`src/rtl/auto_levels.sv`:
```
// auto_levels -- per-channel contrast stretch for RGB888 video.
//
// Collects min/max of each colour channel over a frame's active pixels.
// During vblank a serial restoring divider turns each channel's range into
// gain = 65280/(max-min) in Q8.8. The following frame is remapped as
// out = sat((in-min)*gain >> 8). Until the first gains are computed the
// block passes video through unchanged.
//
// Ports
//   clk        pixel clock (single domain)
//   rst        asynchronous, active-high reset
//   pre_vs     frame sync in; rising edge marks a frame boundary
//   pre_de     active-pixel qualifier
//   pre_data   RGB888 in (R[23:16], G[15:8], B[7:0])
//   post_vs    pre_vs delayed 3 cycles
//   post_de    pre_de delayed 3 cycles
//   post_data  stretched RGB888 (meaningful only while post_de = 1)
//   gain_done  1-cycle pulse when a new gain/offset set becomes active
//
// Build option
//   AUTO_LEVELS_IIR_EN  when defined, each latched snapshot is blended with
//                       the previous one, (3*prev + new) >> 2, to suppress
//                       frame-to-frame flicker. Undefined: raw frame min/max.

module auto_levels #(
    parameter int MIN_RANGE = 16
) (
    input  logic        clk,
    input  logic        rst,
    input  logic        pre_vs,
    input  logic        pre_de,
    input  logic [23:0] pre_data,
    output logic        post_vs,
    output logic        post_de,
    output logic [23:0] post_data,
    output logic        gain_done
);
    localparam int DATA_W = 8;
    localparam int COEF_W = 16;
    localparam int NCH    = 3;
    localparam logic [COEF_W-1:0] UNITY       = 16'h0100;
    localparam logic [COEF_W-1:0] DIVIDEND    = 16'hFF00;
    localparam logic [DATA_W:0]   MIN_RANGE_L = 9'(MIN_RANGE);

    typedef enum logic [2:0] {IDLE, LOAD, DIV, NEXT, COMMIT} state_t;

    // Channel c: 0 = R, 1 = G, 2 = B.
    function automatic logic [DATA_W-1:0] chan(input logic [23:0] d, input int c);
        return d[8*(2-c) +: 8];
    endfunction

    // Offset removal clamped at zero.
    function automatic logic [DATA_W-1:0] sub_off(input logic [DATA_W-1:0] v,
                                                  input logic [DATA_W-1:0] off);
        return (v <= off) ? '0 : v - off;
    endfunction

    // Q8.8 gain applied, fraction truncated (keeps product bits [23:8]).
    function automatic logic [COEF_W-1:0] scale(input logic [DATA_W-1:0] d,
                                                input logic [COEF_W-1:0] g);
        logic [23:0] prod;
        prod = 24'(d) * 24'(g);
        return 16'(prod >> 8);
    endfunction

    function automatic logic [DATA_W-1:0] sat8(input logic [COEF_W-1:0] x);
        return (x[15:8] != 8'd0) ? 8'hFF : x[7:0];
    endfunction

`ifdef AUTO_LEVELS_IIR_EN
    localparam logic [DATA_W-1:0] SNAP_MIN_RST = 8'h00;
    localparam logic [DATA_W-1:0] SNAP_MAX_RST = 8'hFF;

    function automatic logic [DATA_W-1:0] blend(input logic [DATA_W-1:0] prev,
                                                input logic [DATA_W-1:0] cur);
        logic [DATA_W+1:0] acc;
        acc = 10'(prev) * 10'd3 + 10'(cur);
        return 8'(acc >> 2);
    endfunction
`else
    localparam logic [DATA_W-1:0] SNAP_MIN_RST = 8'hFF;
    localparam logic [DATA_W-1:0] SNAP_MAX_RST = 8'h00;
`endif

    state_t            state_q;
    logic              vs_q;
    logic              vs_edge;
    logic [DATA_W-1:0] stat_min_q [NCH];
    logic [DATA_W-1:0] stat_max_q [NCH];
    logic [DATA_W-1:0] snap_min_q [NCH];
    logic [DATA_W-1:0] snap_max_q [NCH];
    logic [DATA_W-1:0] snap_min_d [NCH];
    logic [DATA_W-1:0] snap_max_d [NCH];

    logic [1:0]        ch_q;
    logic [COEF_W-1:0] dvd_q;
    logic [COEF_W-1:0] quot_q;
    logic [DATA_W-1:0] dvs_q;
    logic [DATA_W-1:0] rem_q;
    logic [DATA_W-1:0] off_q;
    logic [3:0]        cnt_q;
    logic [COEF_W-1:0] pend_gain_q [NCH];
    logic [DATA_W-1:0] pend_off_q  [NCH];
    logic [COEF_W-1:0] act_gain_q  [NCH];
    logic [DATA_W-1:0] act_off_q   [NCH];
    logic              gain_done_q;

    logic [DATA_W-1:0] ld_min;
    logic [DATA_W-1:0] ld_max;
    logic [DATA_W-1:0] ld_range;
    logic              ld_unity;
    logic [DATA_W:0]   rem_sh;
    logic              div_ge;

    assign vs_edge = pre_vs & ~vs_q;

    always_comb begin
        for (int c = 0; c < NCH; c++) begin
`ifdef AUTO_LEVELS_IIR_EN
            snap_min_d[c] = blend(snap_min_q[c], stat_min_q[c]);
            snap_max_d[c] = blend(snap_max_q[c], stat_max_q[c]);
`else
            snap_min_d[c] = stat_min_q[c];
            snap_max_d[c] = stat_max_q[c];
`endif
        end
    end

    // Statistics restart on every frame edge; the snapshot is only taken when
    // the divider is free, otherwise that frame's statistics are lost.
    always_ff @(posedge clk or posedge rst) begin
        if (rst) begin
            vs_q <= 1'b0;
            for (int c = 0; c < NCH; c++) begin
                stat_min_q[c] <= 8'hFF;
                stat_max_q[c] <= 8'h00;
                snap_min_q[c] <= SNAP_MIN_RST;
                snap_max_q[c] <= SNAP_MAX_RST;
            end
        end else begin
            vs_q <= pre_vs;
            for (int c = 0; c < NCH; c++) begin
                if (vs_edge) begin
                    // A pixel in the edge cycle belongs to the new frame.
                    stat_min_q[c] <= pre_de ? chan(pre_data, c) : 8'hFF;
                    stat_max_q[c] <= pre_de ? chan(pre_data, c) : 8'h00;
                    if (state_q == IDLE) begin
                        snap_min_q[c] <= snap_min_d[c];
                        snap_max_q[c] <= snap_max_d[c];
                    end
                end else if (pre_de) begin
                    if (chan(pre_data, c) < stat_min_q[c]) stat_min_q[c] <= chan(pre_data, c);
                    if (chan(pre_data, c) > stat_max_q[c]) stat_max_q[c] <= chan(pre_data, c);
                end
            end
        end
    end

    assign ld_min   = snap_min_q[ch_q];
    assign ld_max   = snap_max_q[ch_q];
    assign ld_range = ld_max - ld_min;
    assign ld_unity = (ld_max < ld_min) || ({1'b0, ld_range} < MIN_RANGE_L);
    // Restoring step: remainder stays below the divisor, so 9 bits suffice.
    assign rem_sh   = {rem_q, dvd_q[COEF_W-1]};
    assign div_ge   = rem_sh >= {1'b0, dvs_q};

    // Gain FSM: one channel at a time, results held in pending registers and
    // made active together so a frame never sees a mixed set.
    always_ff @(posedge clk or posedge rst) begin
        if (rst) begin
            state_q     <= IDLE;
            ch_q        <= 2'd0;
            dvd_q       <= '0;
            quot_q      <= '0;
            dvs_q       <= '0;
            rem_q       <= '0;
            off_q       <= '0;
            cnt_q       <= '0;
            gain_done_q <= 1'b0;
            for (int c = 0; c < NCH; c++) begin
                pend_gain_q[c] <= UNITY;
                pend_off_q[c]  <= '0;
                act_gain_q[c]  <= UNITY;
                act_off_q[c]   <= '0;
            end
        end else begin
            gain_done_q <= 1'b0;
            case (state_q)
                IDLE: begin
                    if (vs_edge) begin
                        ch_q    <= 2'd0;
                        state_q <= LOAD;
                    end
                end
                LOAD: begin
                    if (ld_unity) begin
                        quot_q  <= UNITY;
                        off_q   <= '0;
                        state_q <= NEXT;
                    end else begin
                        dvd_q   <= DIVIDEND;
                        dvs_q   <= ld_range;
                        rem_q   <= '0;
                        quot_q  <= '0;
                        cnt_q   <= 4'd15;
                        off_q   <= ld_min;
                        state_q <= DIV;
                    end
                end
                DIV: begin
                    rem_q  <= div_ge ? 8'(rem_sh - {1'b0, dvs_q}) : rem_sh[DATA_W-1:0];
                    quot_q <= {quot_q[COEF_W-2:0], div_ge};
                    dvd_q  <= dvd_q << 1;
                    cnt_q  <= cnt_q - 4'd1;
                    if (cnt_q == 4'd0) state_q <= NEXT;
                end
                NEXT: begin
                    pend_gain_q[ch_q] <= quot_q;
                    pend_off_q[ch_q]  <= off_q;
                    if (ch_q == 2'd2) begin
                        state_q <= COMMIT;
                    end else begin
                        ch_q    <= ch_q + 2'd1;
                        state_q <= LOAD;
                    end
                end
                COMMIT: begin
                    for (int c = 0; c < NCH; c++) begin
                        act_gain_q[c] <= pend_gain_q[c];
                        act_off_q[c]  <= pend_off_q[c];
                    end
                    gain_done_q <= 1'b1;
                    state_q     <= IDLE;
                end
                default: state_q <= IDLE;
            endcase
        end
    end

    logic [DATA_W-1:0]   d_p0_q [NCH];
    logic [COEF_W-1:0]   p_p1_q [NCH];
    logic [3*DATA_W-1:0] data_p2_q;
    logic                vld_p0_q, vld_p1_q, vld_p2_q;
    logic                vs_p0_q, vs_p1_q, vs_p2_q;

    always_ff @(posedge clk or posedge rst) begin
        if (rst) begin
            vld_p0_q  <= 1'b0;
            vld_p1_q  <= 1'b0;
            vld_p2_q  <= 1'b0;
            vs_p0_q   <= 1'b0;
            vs_p1_q   <= 1'b0;
            vs_p2_q   <= 1'b0;
            data_p2_q <= '0;
            for (int c = 0; c < NCH; c++) begin
                d_p0_q[c] <= '0;
                p_p1_q[c] <= '0;
            end
        end else begin
            // Stage 1: offset removal
            vld_p0_q <= pre_de;
            vs_p0_q  <= pre_vs;
            for (int c = 0; c < NCH; c++) d_p0_q[c] <= sub_off(chan(pre_data, c), act_off_q[c]);
            // Stage 2: gain multiply
            vld_p1_q <= vld_p0_q;
            vs_p1_q  <= vs_p0_q;
            for (int c = 0; c < NCH; c++) p_p1_q[c] <= scale(d_p0_q[c], act_gain_q[c]);
            // Stage 3: saturate to 8 bits
            vld_p2_q <= vld_p1_q;
            vs_p2_q  <= vs_p1_q;
            for (int c = 0; c < NCH; c++) data_p2_q[8*(2-c) +: 8] <= sat8(p_p1_q[c]);
        end
    end

    assign post_vs   = vs_p2_q;
    assign post_de   = vld_p2_q;
    assign post_data = data_p2_q;
    assign gain_done = gain_done_q;

endmodule

```
`config.mk`:
```
export PLATFORM = sky130hd
export DESIGN_NAME = auto_levels
export DESIGN_NICKNAME = d
export VERILOG_FILES = /design/src/rtl/auto_levels.sv
export SDC_FILE = /design/constraint.sdc
export NUM_CORES = 2
export LEC_CHECK = 0
export ABC_AREA = 1
export ABC_CLOCK_PERIOD_IN_PS = 17400
export CORE_UTILIZATION = 45
export DETAILED_ROUTE_END_ITERATION = 6
export SETUP_SLACK_MARGIN = 0.02
export SYNTH_ARGS = -nofsm -noshare
export SYNTH_HDL_FRONTEND = slang
export SYNTH_SLANG_ARGS = --single-unit
```
`constraint.sdc`:
```
create_clock -name clk -period 17.4 [get_ports clk]
set_clock_uncertainty 0.15 [all_clocks]
set_input_delay 3.48 -clock clk [delete_from_list [all_inputs] [get_ports clk]]
set_output_delay 3.48 -clock clk [all_outputs]
set_load 0.05 [all_outputs]
```
==> results.sh <==
export IMPL_outcome="finished clean"
export IMPL_first_iter_violations=1334
export IMPL_startpoint="rst"
export IMPL_grt_usage_pct=20.7
export IMPL_slew_violations=0
export IMPL_fin_setup_tns_ns=0
export IMPL_max_stage_delay_ns=0.85
export IMPL_htree_levels=2
export IMPL_final_antenna_net_count=0
export IMPL_ir_drop_mv=0.124
export IMPL_holdWs_ns=0.207
export IMPL_post_cts_setup_buffers=0
export IMPL_yosysSeqAreaShare_pct=33.0
export IMPL_synth_avg_cell_area_um2=7.93
export IMPL_reg2reg_depth=16
export IMPL_ys_async_sr_fraction_pct=100
export IMPL_hold_depth=0
export IMPL_syn_area_mm2=0.0305
export IMPL_clk_latency_ns=0.61
export IMPL_powerDensity_mw_per_mm2=121
export IMPL_ys_warn_count=0
export IMPL_cts_max_path_buffers=3
export IMPL_min_to="vld_p1_q$_DFF_PP0_"
export IMPL_cp_required_ns=17.89
export IMPL_synth_ff_type="dfrtp_1"
export IMPL_path_cells="clkdlybuf4s50_1 -> inv_8 -> buf_4 -> buf_4"
export IMPL_die_w_um=262
export IMPL_grt_max_degree=129
export IMPL_r2r_end="p_p1_q[14]$_DFF_PP0_"
export IMPL_final_fill_count=6557
export IMPL_start_util_pct=45.4
export IMPL_synth_area_leader_cell="dfrtp_1"
export IMPL_crit_slowest_cell="buf_4"
export IMPL_fp_dieH_um=262
export IMPL_mostFrequentLayoutCells="1115 x nand2_1, 857 x inv_1, 346 x dfrtp_1, 254 x fa_1, 243 x o21ai_0"
export IMPL_drtPass1Iterations=7
export IMPL_vias=22800
export IMPL_num_rows=95
export IMPL_finalWeightedCongestion=0.875
export IMPL_grt_pass1_vias=23000
export IMPL_syn_nets=4339
export IMPL_arrival_ns=6.32
export IMPL_worstMarginPinSlew_ns=0.961
export IMPL_yosysUniqueCellTypes=48
export IMPL_crit_fanout=128
export IMPL_slew_headroom_pct=35.9
export IMPL_r2r_setup_slack_ns=12.51
export IMPL_clk_pin_slew_worst_paths_ns=0.06
export IMPL_clock_sinks=400
export IMPL_register_area_mm2=0.0101
export IMPL_multiInputGateArea_mm2=0.0165
export IMPL_clock_root_buffer="clkbuf_16"
export IMPL_cts_resized=0
export IMPL_hp_start="vld_p0_q$_DFF_PP0_"
export IMPL_synth_edff_count=0
export IMPL_portBuffers=54
export IMPL_cts_tree="done"
export IMPL_cp_common_cell="buf_4"
export IMPL_synth_top_cell_area_share_pct=28.4
export IMPL_finalCritPeriodShare_pct=33.5
export IMPL_nNetsFinal=4295
export IMPL_final_common_cell="nand2_1"
export IMPL_wl_per_cell_um=14.6
export IMPL_avgViaCountPerCell=4.84
export IMPL_critical_path_class="in2async"
export IMPL_antenna_found_initial=0
export IMPL_gr_total_overflow=0
export IMPL_synth_seq_cells=400
export IMPL_die_area_mm2=0.0688
export IMPL_wirelength_mm=68.8
export IMPL_setup_viol=0
export IMPL_synthTopCellsByArea="dfrtp_1 28%, fa_1 17%, nand2_1 14%, inv_1 11%, ha_1 8.7%"
export IMPL_hold_class="reg2reg"
export IMPL_maxCapViolCount=0
export IMPL_drive_gt1_share_pct=4.98
export IMPL_fmax_mhz=172
export IMPL_antenna_cells=0
export IMPL_route_detailed_drc=0
export IMPL_cts_made_buffers=45
export IMPL_totalPowerFinal_mw=4.03
export IMPL_area_growth_pct=8.76
export IMPL_rsz0062_at_grt="false"
export IMPL_cp_end_kind="async pin"
export IMPL_hold_viol_final=0
export IMPL_netlist_instances=3845
export IMPL_start_kind="primary input"
export IMPL_dpl_hpwl_mm=51.2
export IMPL_r2r_start="d_p0_q[2]$_DFF_PP0_"
export IMPL_min_period_ns=5.83
export IMPL_coreArea_mm2=0.0672
export IMPL_io_pins=55
export IMPL_p_leak_nw=19.6
export IMPL_cts_hold_buf=0
export IMPL_grt_pass1_wl_mm=117
-- kinds of logic after synthesis --
logic type | share of synthesized area [%]
multiplexers | 0.111
XOR/XNOR | 1.55
AND/OR/NAND/NOR | 19.1
flip-flops | 33.0
AO/OA/AOI/OAI | 8.11
adder cells (fa/ha/maj) | 25.4
buffers and inverters | 12.7
-- synth_stat cells, types with 6 or more instances --
library cell  number
nor3_1            14
o21ai_0          243
a21o_1            12
nand4_1           23
dfstp_2           54
o21ai_1            6
nand2_2           10
fa_1             254
a2bb2oi_1          7
o21bai_1          10
xor2_1            33
nand3_1          101
dfrtp_1          346
a21oi_1          114
inv_1            858
clkbuf_1         125
or2_2             16
o21ai_2           12
o22ai_1           15
nor2_1           144
nor4_1            13
xnor2_1           21
nand2_1         1116
buf_2             21
ha_1             212
-- how the worst max path moves through the flow --
stage                                      to  cells past startpoint
CTS                      p_p1_q[46]$_DFF_PP0_                      4
floorplan           act_gain_q[0]$_DFFE_PP0P_                      1
finish                post_data[21]$_DFF_PP0_                      4
global placement         p_p1_q[46]$_DFF_PP0_                      4
detailed placement       p_p1_q[46]$_DFF_PP0_                      4
global route          post_data[23]$_DFF_PP0_                      4
-- worst max-delay path, delay by kind of cell --
family,cells,cell delay (ns)
buffers and inverters,4,2.64
-- registers in the layout, summed over array words and instances, names as in the netlist, 16 cells and up --
signal / cells
post_data: 24
d_p0_q: 24
snap_min_q: 24
snap_max_q: 24
act_gain_q: 48
quot_q: 16
snap_max_d: 24
snap_min_d: 24
p_p1_q: 48
act_off_q: 24
pend_off_q: 24
pend_gain_q: 48
-- area by class of cell --
class / count / area share (%)
clock inverter: 23 / 1.02
timing repair buffer: 66 / 1.90
tap: 873 / 3.29
sequential: 400 / 30.4
inverter: 863 / 9.79
multi-input combinational: 2425 / 49.9
clock buffer: 60 / 3.75
-- stage by stage --
stage	util [%]	setup WS (ns)	std cells	area (um^2)
2_1_floorplan	-	2.73	3845	30500
3_3_place_gp	47.0	10.86	4627	31600
3_5_place_dp	47.0	10.85	4627	31600
4_1_cts	49.4	11.48	4710	33200
5_1_grt	49.4	11.13	4710	33200
6_report	49.4	11.57	4710	33200
-- power breakdown --
part	internal, mW	switching (mW)	leakage [nW]
Clock	0.588	0.421	0.764
Combinational	0.534	0.940	13.6
Sequential	1.25	0.292	5.19
Total	2.37	1.65	19.6
-- routing by layer --
layer / part of all wire (%) / track usage (%)
met1: 47 / 28.6
met5: 0 / 0
met2: 47 / 34.7
met3: 3.5 / 2.22
met4: 2.1 / 5.36
Power figures use the tool's default switching activity.
